## src/rtl/uart_pkg.sv

```systemverilog
// Shared UART definitions: receiver/transmitter state encoding
// and the default bit period for a 100 MHz clock at 115200 baud.
package uart_pkg;

    // Default clk cycles per UART bit (100 MHz / 115200).
    localparam int unsigned CLKS_PER_BIT_DEFAULT = 868;

    // Serial framing states, shared with a future transmitter.
    typedef enum logic [2:0] {
        ST_IDLE  = 3'd0,
        ST_START = 3'd1,
        ST_DATA  = 3'd2,
        ST_STOP  = 3'd3,
        ST_BREAK = 3'd4
    } uart_state_e;

endpackage

```

## src/rtl/bit_sync.sv

```systemverilog
// Multi-flop synchronizer for a single asynchronous bit.
// Depth and reset value are parameters; depth must be at least 2.
module bit_sync #(
    parameter int   Depth    = 2,
    parameter logic ResetVal = 1'b1
) (
    input  logic clk_i,
    input  logic reset_i,
    input  logic d_i,
    output logic q_o
);

    logic [Depth-1:0] sync_q;

    // Shift the async input through the flop chain.
    always_ff @(posedge clk_i or posedge reset_i) begin
        if (reset_i) begin
            sync_q <= {Depth{ResetVal}};
        end else begin
            sync_q <= {sync_q[Depth-2:0], d_i};
        end
    end

    assign q_o = sync_q[Depth-1];

endmodule

```

## src/rtl/uart_rx.sv

```systemverilog
// 8N1 UART receiver with a one-entry valid/ready output buffer.
// Reports framing errors and dropped bytes as one-cycle pulses.
module uart_rx
    import uart_pkg::*;
#(
    parameter int unsigned ClksPerBit = CLKS_PER_BIT_DEFAULT,
    parameter int unsigned SyncStages = 2
) (
    input  logic       clk_i,
    input  logic       reset_i,
    input  logic       rx_i,
    output logic       valid_o,
    output logic [7:0] data_o,
    input  logic       ready_i,
    output logic       frame_err_o,
    output logic       overrun_o
);

    localparam int CntW = $clog2(ClksPerBit);
    localparam logic [CntW-1:0] HalfCnt = CntW'(ClksPerBit / 2 - 1);
    localparam logic [CntW-1:0] LastCnt = CntW'(ClksPerBit - 1);

    logic            rx_s;
    uart_state_e     state_q;
    logic [CntW-1:0] cnt_q;
    logic [2:0]      bit_idx_q;
    logic [7:0]      shift_q;
    logic            frame_err_q;

    logic            full_q, full_d;
    logic [7:0]      data_q, data_d;
    logic            overrun_q, overrun_d;
    logic            byte_done;
    logic            xfer;

    bit_sync #(
        .Depth    (SyncStages),
        .ResetVal (1'b1)
    ) u_sync (
        .clk_i   (clk_i),
        .reset_i (reset_i),
        .d_i     (rx_i),
        .q_o     (rx_s)
    );

    // A good stop bit completes the byte held in the shift register.
    assign byte_done = (state_q == ST_STOP) && (cnt_q == LastCnt) && rx_s;
    assign xfer      = full_q && ready_i;

    // Frame decoder: start validation, data sampling, stop check.
    always_ff @(posedge clk_i or posedge reset_i) begin
        if (reset_i) begin
            state_q     <= ST_IDLE;
            cnt_q       <= '0;
            bit_idx_q   <= '0;
            shift_q     <= '0;
            frame_err_q <= 1'b0;
        end else begin
            frame_err_q <= 1'b0;
            unique case (state_q)
                ST_IDLE: begin
                    if (!rx_s) begin
                        state_q <= ST_START;
                        cnt_q   <= '0;
                    end
                end
                ST_START: begin
                    if (cnt_q == HalfCnt) begin
                        if (rx_s) begin
                            state_q <= ST_IDLE;
                        end else begin
                            state_q   <= ST_DATA;
                            cnt_q     <= '0;
                            bit_idx_q <= '0;
                        end
                    end else begin
                        cnt_q <= cnt_q + 1'b1;
                    end
                end
                ST_DATA: begin
                    if (cnt_q == LastCnt) begin
                        shift_q[bit_idx_q] <= rx_s;
                        cnt_q              <= '0;
                        bit_idx_q          <= bit_idx_q + 3'd1;
                        if (bit_idx_q == 3'd7) begin
                            state_q <= ST_STOP;
                        end
                    end else begin
                        cnt_q <= cnt_q + 1'b1;
                    end
                end
                ST_STOP: begin
                    if (cnt_q == LastCnt) begin
                        cnt_q <= '0;
                        if (rx_s) begin
                            state_q <= ST_IDLE;
                        end else begin
                            state_q     <= ST_BREAK;
                            frame_err_q <= 1'b1;
                        end
                    end else begin
                        cnt_q <= cnt_q + 1'b1;
                    end
                end
                ST_BREAK: begin
                    if (rx_s) begin
                        state_q <= ST_IDLE;
                    end
                end
                default: begin
                    state_q <= ST_IDLE;
                end
            endcase
        end
    end

    // Output buffer next state: load, hold, drain or drop.
    always_comb begin
        full_d    = full_q;
        data_d    = data_q;
        overrun_d = 1'b0;
        if (byte_done) begin
            if (!full_q || ready_i) begin
                full_d = 1'b1;
                data_d = shift_q;
            end else begin
                overrun_d = 1'b1;
            end
        end else if (xfer) begin
            full_d = 1'b0;
        end
    end

    // Output buffer registers.
    always_ff @(posedge clk_i or posedge reset_i) begin
        if (reset_i) begin
            full_q    <= 1'b0;
            data_q    <= '0;
            overrun_q <= 1'b0;
        end else begin
            full_q    <= full_d;
            data_q    <= data_d;
            overrun_q <= overrun_d;
        end
    end

    assign valid_o     = full_q;
    assign data_o      = data_q;
    assign frame_err_o = frame_err_q;
    assign overrun_o   = overrun_q;

endmodule

```

## config.mk

```make
export PLATFORM = sky130hd
export DESIGN_NAME = uart_rx
export DESIGN_NICKNAME = d
export VERILOG_FILES = /design/src/rtl/uart_pkg.sv /design/src/rtl/bit_sync.sv /design/src/rtl/uart_rx.sv
export SDC_FILE = /design/constraint.sdc
export NUM_CORES = 1
export LEC_CHECK = 0
export ABC_AREA = 1
export BUFFER_PORTS_ARGS = -buffer_cell sky130_fd_sc_hd__buf_2
export CAP_MARGIN = 30
export CORE_MARGIN = 2
export CORE_UTILIZATION = 50
export CTS_CLUSTER_SIZE = 12
export DETAILED_ROUTE_END_ITERATION = 8
export PLACE_DENSITY = 0.7
export SYNTH_ARGS = -nofsm -noshare
export SYNTH_HDL_FRONTEND = slang
export SYNTH_SLANG_ARGS = --single-unit
```

## constraint.sdc

```tcl
create_clock -name clk_i -period 1.7 [get_ports clk_i]
set_input_delay 0 -clock clk_i [delete_from_list [all_inputs] [get_ports clk_i]]
set_output_delay 0 -clock clk_i [all_outputs]
set_load 0.005 [all_outputs]
```

==> results of run 1 <==
## cell type report
| class | count | share of cell area |
|---|---|---|
| inverter | 44 | 0.0713 |
| tap | 48 | 0.0255 |
| sequential | 37 | 0.395 |
| clock inverter | 3 | 0.0197 |
| clock buffer | 5 | 0.0293 |
| timing repair buffer | 24 | 0.0708 |
| multi-input combinational | 174 | 0.389 |
## per-stage QoR
step	hold slack [ps]	std cells	setup WS, ps	area [µm²]
floorplan	4.48	258	161	2000
global placement	81.8	325	14.4	2170
detailed placement	101	325	5.93	2170
CTS	24.8	335	42.6	2310
global route	61.7	335	2.69	2350
finish	36.5	335	155	2350
## logic make-up (layout without fill, tap and decap cells)
| kind of cell | after synthesis | in the layout | synth area share |
|---|---|---|---|
| compound gates | 28 | 28 | 0.0884 |
| fa+ha+maj | 4 | 4 | 0.0251 |
| buf+inv | 47 | 76 | 0.0972 |
| flops | 37 | 37 | 0.465 |
| simple gates | 142 | 142 | 0.324 |
## where the power goes
| part | switching [mW] | internal, mW |
|---|---|---|
| clock | 0.341 | 0.439 |
| sequential | 0.00244 | 0.884 |
| combinational | 0.0254 | 0.0128 |
## final timing paths
kind,end,from,cells past startpoint
setup / recovery,bit_idx_q[0]$_DFFE_PP0P_,cnt_q[0]$_DFFE_PP0P_,9
hold / removal,valid_o$_DFFE_PP0P_,ready_i,4
setup reg to reg,bit_idx_q[0]$_DFFE_PP0P_,cnt_q[0]$_DFFE_PP0P_,9
hold reg to reg,u_sync.sync_q[1]$_DFF_PP1_,u_sync.sync_q[0]$_DFF_PP1_,0
max in group asynchronous,shift_q[7]$_DFFE_PP0P_,reset_i,4
min in group asynchronous,cnt_q[7]$_DFFE_PP0P_,reset_i,3
## flip-flops by register name, summed over array words and instances (netlist names)
signal / count
cnt_q: 10
shift_q: 8
valid_o: 1
u_sync.sync_q: 2
overrun_o: 1
data_o: 8
bit_idx_q: 3
frame_err_o: 1
state_q: 3
## placed cells by master (no fill, tap or decap), drive strengths merged, types with 3 or more instances in the layout
cell,synthesis,routed
nor2,26,26
buf,2,22
nor3,3,3
nand2,78,78
nand3,31,31
dfrtp,35,35
o21ai,24,24
inv,44,44
ha,4,4
clkbuf,1,5
## layer usage
metal,vias to the layer above,part of all wire
met2,27,0.41
met1,754,0.53
met3,6,0.037
met5,-,0
met4,0,0.017
li1,864,-
## what timing repair did
item	CTS	global route
hold buffers	2	0
hold endpoints to repair	12	0
endpoints found under the setup margin	1	23
pin swaps	0	3
gates resized for setup	1	11
cloned	0	0
setup buffers	0	0
## worst reg2reg max path: stages (launching register included)
cell                      delay, ps
sky130_fd_sc_hd__dfrtp_1        400
sky130_fd_sc_hd__ha_2           210
sky130_fd_sc_hd__inv_1           80
sky130_fd_sc_hd__nor3_2         130
sky130_fd_sc_hd__nand3_2        120
sky130_fd_sc_hd__buf_4          170
sky130_fd_sc_hd__nand2_1         90
sky130_fd_sc_hd__nand3_2        100
sky130_fd_sc_hd__nand2_1         70
sky130_fd_sc_hd__o31ai_1         60
==> results.json, run 1 <==
{
  "run_status": "completed",
  "cts-buffers-inserted": 5,
  "crit_path_end_kind": "register",
  "pin_count": 15,
  "finish.net_count": 294,
  "antennaDiodeCount": 0,
  "storage_cell_area_um2": 928,
  "reg2reg_setup_slack_ps": 160,
  "grt_max_degree": 25,
  "timing_worst_setup_path_type": "register to register",
  "worstPathCellList": "ha_2, inv_1, nor3_2, nand3_2, buf_4, nand2_1, nand3_2, nand2_1, o31ai_1",
  "cp.arrival_ps": 1730,
  "drive_gt1_frac": 0.237,
  "detailedRoute.firstIterationViolations": 168,
  "final_period_minus_worst_setup_slack_ps": 1540,
  "fp.dieH_um": 67.2,
  "post-synth-top-count-cell": "sky130_fd_sc_hd__nand2_1",
  "finalPower_mw": 1.70,
  "hpwl_um": 2790,
  "path_delay_family": "simple AND/OR/NAND/NOR gates",
  "gpl.final_weighted_congestion": 0.861,
  "timing.hold.worst.class": "input port to register",
  "syn_inst": 258,
  "netlist_top_cells_area": "sky130_fd_sc_hd__dfrtp_1 (44%), sky130_fd_sc_hd__nand2_1 (14%), sky130_fd_sc_hd__nand3_1 (7.3%)",
  "yosysSeqAreaShare": 0.465,
  "worstPathRequired_ps": 1880,
  "tritoncts": "yes",
  "grt_util_all_layers": 0.199,
  "globalRouteOverflowTotal": 0,
  "power.ir.vdd_worst_v": 0.000604,
  "floorplan.die_area_mm2": 0.00451,
  "synth_flop_cell": "sky130_fd_sc_hd__dfrtp_1",
  "synth_top_area_share": 0.439,
  "yosys_warnings": 0,
  "final.period_utilization": 0.909,
  "pwr_density_cell_mw_per_mm2": 725,
  "root_buffer_selected_by_cts": "sky130_fd_sc_hd__clkbuf_8",
  "number_of_flops_mapped_to_enable_cells_by_yosys": 0,
  "totalWireLength_um": 3740,
  "ys_seq_elements": 37,
  "ctsHtreeMaxLevel": 2,
  "final_routed_wire_length_divided_by_cell_count_um": 11.2,
  "fillCellCount": 350,
  "slowest_stage": "sky130_fd_sc_hd__dfrtp_1",
  "post-synth-top-area-cell": "sky130_fd_sc_hd__dfrtp_1",
  "syn_area_per_cell_um2": 7.74,
  "met2_usage": 0.282,
  "post_synth_instance_area_mm2": 0.00200,
  "tns_ps": 0,
  "top_usage_layer": "met1",
  "drtAntennaViolNets": 0,
  "cts.reportedPaths.clkPinSlew_ps": 80,
  "globalRouteMet3Util": 0.0500,
  "groute.layer.met1.usage": 0.292,
  "asyncSetResetFlopFracSynth": 1.00,
  "maxCapViolations": 0,
  "detail_route.vias_per_cell": 4.93,
  "drtPass1Iterations": 4,
  "chipWidth_um": 67.2,
  "first_global_vias": 1466,
  "setup_viol_count_final": 0,
  "clkLatencyLatePin_ps": 300,
  "critical_path_peak_fanout": 4,
  "vias_after_detailed_routing": 1651,
  "cts_buffer_depth": 2,
  "flow.area_growth_from_synthesis_pct": 17.8,
  "hold_violations": 0,
  "rsz0062_at_grt": "false",
  "worst-path-buf-inv": 2,
  "drc": 0,
  "area_of_the_multi_input_gates_um2": 913,
  "maximum_frequency_from_static_timing_analysis_mhz": 647,
  "finish.utilization": 0.628,
  "ys_types": 28,
  "reported_leakage_power_nw": 1.21,
  "start_util": 0.533,
  "synth.cells.most_frequent": "sky130_fd_sc_hd__nand2_1 (72), sky130_fd_sc_hd__inv_1 (38), sky130_fd_sc_hd__dfrtp_1 (35)",
  "antenna_found_initial": 0,
  "cp_slowest_stage_delay_ps": 400,
  "floorplan.core_area_mm2": 0.00374,
  "slew_headroom": 0.613,
  "finalClockSkew_ps": 6.40,
  "num_rows": 22,
  "grt_first_pass_wirelength_um": 6690,
  "syn_nets": 266,
  "finalMaxSlewViolations": 0,
  "tritoncts_num_sinks": 37,
  "max_slew.worst_pin.slew_ps": 580,
  "placement.io_buffers": 14,
  "timing.critical_path.from_type": "register"
}
No activity file was read; power rests on OpenSTA's default activity.
==> inputs of run 2 (changes only) <==
CAP_MARGIN = 25   (was 30)
CELL_PAD_IN_SITES_DETAIL_PLACEMENT = 1   (was default)
CELL_PAD_IN_SITES_GLOBAL_PLACEMENT = 1   (was default)
CORE_UTILIZATION = 44   (was 50)
PLACE_DENSITY = 0.8   (was 0.7)
==> results.json, run 2 (synthesized netlist as in run 1, its figures left out) <==
{
  "run_status": "completed",
  "placement.io_buffers": 14,
  "detailedRoute.firstIterationViolations": 57,
  "drtAntennaViolNets": 0,
  "hpwl_um": 3310,
  "drtPass1Iterations": 4,
  "maximum_frequency_from_static_timing_analysis_mhz": 627,
  "met2WireLength_um": 2270,
  "root_buffer_selected_by_cts": "sky130_fd_sc_hd__clkbuf_8",
  "power.ir.vdd_worst_v": 0.000346,
  "floorplan.die_area_mm2": 0.00509,
  "num_rows": 24,
  "finalClockSkew_ps": 5.09,
  "final_cell_area_mm2": 0.00237,
  "totalWireLength_um": 4720,
  "cp.arrival_ps": 1780,
  "tns_ps": 0,
  "pin_count": 15,
  "drive_gt1_frac": 0.239,
  "drc": 0,
  "timing_worst_setup_path_type": "register to register",
  "vias_after_detailed_routing": 1730,
  "crit_path_end_kind": "register",
  "timing.critical_path.from_type": "register",
  "wirelength_met1_um": 2250,
  "critical_path_peak_fanout": 4,
  "finalMaxSlewViolations": 0,
  "largest_register_ff_count": 10,
  "antennaDiodeCount": 0,
  "final_routed_wire_length_divided_by_cell_count_um": 13.7,
  "maxCapViolations": 0,
  "hold_violations": 0,
  "grt_util_all_layers": 0.195,
  "finish.net_count": 300,
  "setup_viol_count_final": 0,
  "timing.hold.worst.class": "input port to register",
  "reported_leakage_power_nw": 1.24,
  "tritoncts_num_sinks": 37,
  "chipWidth_um": 71.3,
  "clkLatencyLatePin_ps": 290,
  "register_bank_with_the_most_flops": "cnt_q",
  "highest_layer": "met4",
  "cts.reportedPaths.clkPinSlew_ps": 80,
  "start_util": 0.458,
  "mostFrequentLayoutCell": "sky130_fd_sc_hd__nand2_1",
  "pwr_density_cell_mw_per_mm2": 726,
  "cts-buffers-inserted": 5,
  "met3_wirelength_um": 128,
  "final_period_minus_worst_setup_slack_ps": 1600,
  "final.period_utilization": 0.939,
  "place_area_mm2": 0.00217,
  "fp.dieH_um": 71.3,
  "first_global_vias": 1702,
  "commonest_cells_after_routing_fill_and_taps_aside": "sky130_fd_sc_hd__nand2_1 (70), sky130_fd_sc_hd__inv_1 (38), sky130_fd_sc_hd__dfrtp_1 (34), sky130_fd_sc_hd__nand3_1 (29), sky130_fd_sc_hd__nor2_1 (22)",
  "finalPower_mw": 1.72,
  "tritoncts": "yes",
  "gpl.final_weighted_congestion": 0.863,
  "flow.area_growth_from_synthesis_pct": 18.9,
  "grt_max_degree": 38,
  "worstPathRequired_ps": 1880,
  "antenna_found_initial": 0,
  "detail_route.vias_per_cell": 5.01,
  "floorplan.core_area_mm2": 0.00435,
  "slew_headroom": 0.682,
  "max_slew.worst_pin.slew_ps": 476,
  "ctsHtreeMaxLevel": 2,
  "cts_buffer_depth": 2,
  "grt_first_pass_wirelength_um": 7820,
  "globalRouteOverflowTotal": 0
}
-- run 2: cell count changes in the layout (fill, tap and decap cells not counted), sizes merged --
cell | before | now
buf | 22 | 28
clkbuf | 5 | 6
clkinv | 1 | 0
-- run 2: metrics by stage --
step	std cells	hold WS [ps]	utilization	setup slack, ps
floorplan	258	4.48	-	161
global placement	330	105	0.499	37.6
detailed placement	330	109	0.499	12.2
CTS	340	38.4	0.532	10.5
global route	345	73.6	0.545	-1.90
finish	345	44.8	0.545	104
-- run 2: worst paths after layout --
kind	start	endpoint	slack (ps)	cells after the start
max	cnt_q[0]$_DFFE_PP0P_	bit_idx_q[0]$_DFFE_PP0P_	100	9
min	ready_i	overrun_o$_DFF_PP0_	40	4
max reg2reg	cnt_q[0]$_DFFE_PP0P_	bit_idx_q[0]$_DFFE_PP0P_	100	9
min reg2reg	u_sync.sync_q[0]$_DFF_PP1_	u_sync.sync_q[1]$_DFF_PP1_	360	0
max in group asynchronous	reset_i	cnt_q[1]$_DFFE_PP0P_	990	4
min in group asynchronous	reset_i	cnt_q[5]$_DFFE_PP0P_	350	4
-- run 2: critical path, stage by stage (launching register included) --
cell and delay (ps):
sky130_fd_sc_hd__dfrtp_1 410, sky130_fd_sc_hd__ha_2 200, sky130_fd_sc_hd__inv_1 70, sky130_fd_sc_hd__nor3_1 130, sky130_fd_sc_hd__nand3_1 140, sky130_fd_sc_hd__buf_4 180, sky130_fd_sc_hd__nand2_1 70, sky130_fd_sc_hd__nand3_1 130
sky130_fd_sc_hd__nand2_1 90, sky130_fd_sc_hd__o31ai_1 60
-- run 2: what timing repair did --
action | 4_1_cts | 5_1_grt
endpoints found under the setup margin | 1 | 32
hold endpoints to repair | 36 | 0
hold buffers | 2 | 0
pin swaps | 0 | 3
buffers inserted | 0 | 5
gates resized for setup | 1 | 7
-- run 2: final cells by class --
cell class | count | area, µm²
fillers | 553 | 1980
flip-flops and latches | 37 | 930
multi-input cells | 174 | 892
repair buffers | 30 | 199
inverters | 44 | 168
clock buffers | 6 | 82.6
well taps | 52 | 65.1
clock inverters | 2 | 37.5
-- run 2: layer usage --
metal / GRT usage / vias up
met1: 0.272 / 825
met2: 0.301 / 20
li1: - / 880
met4: 0.0734 / 0
met3: 0.0422 / 5
met5: 0 / -
-- run 2: report_power, final --
| group | internal (mW) | total (mW) | switching, mW |
|---|---|---|---|
| combinational | 0.00980 | 0.0357 | 0.0259 |
| clock | 0.477 | 0.801 | 0.324 |
| sequential | 0.884 | 0.887 | 0.00311 |
| total | 1.37 | 1.72 | 0.353 |
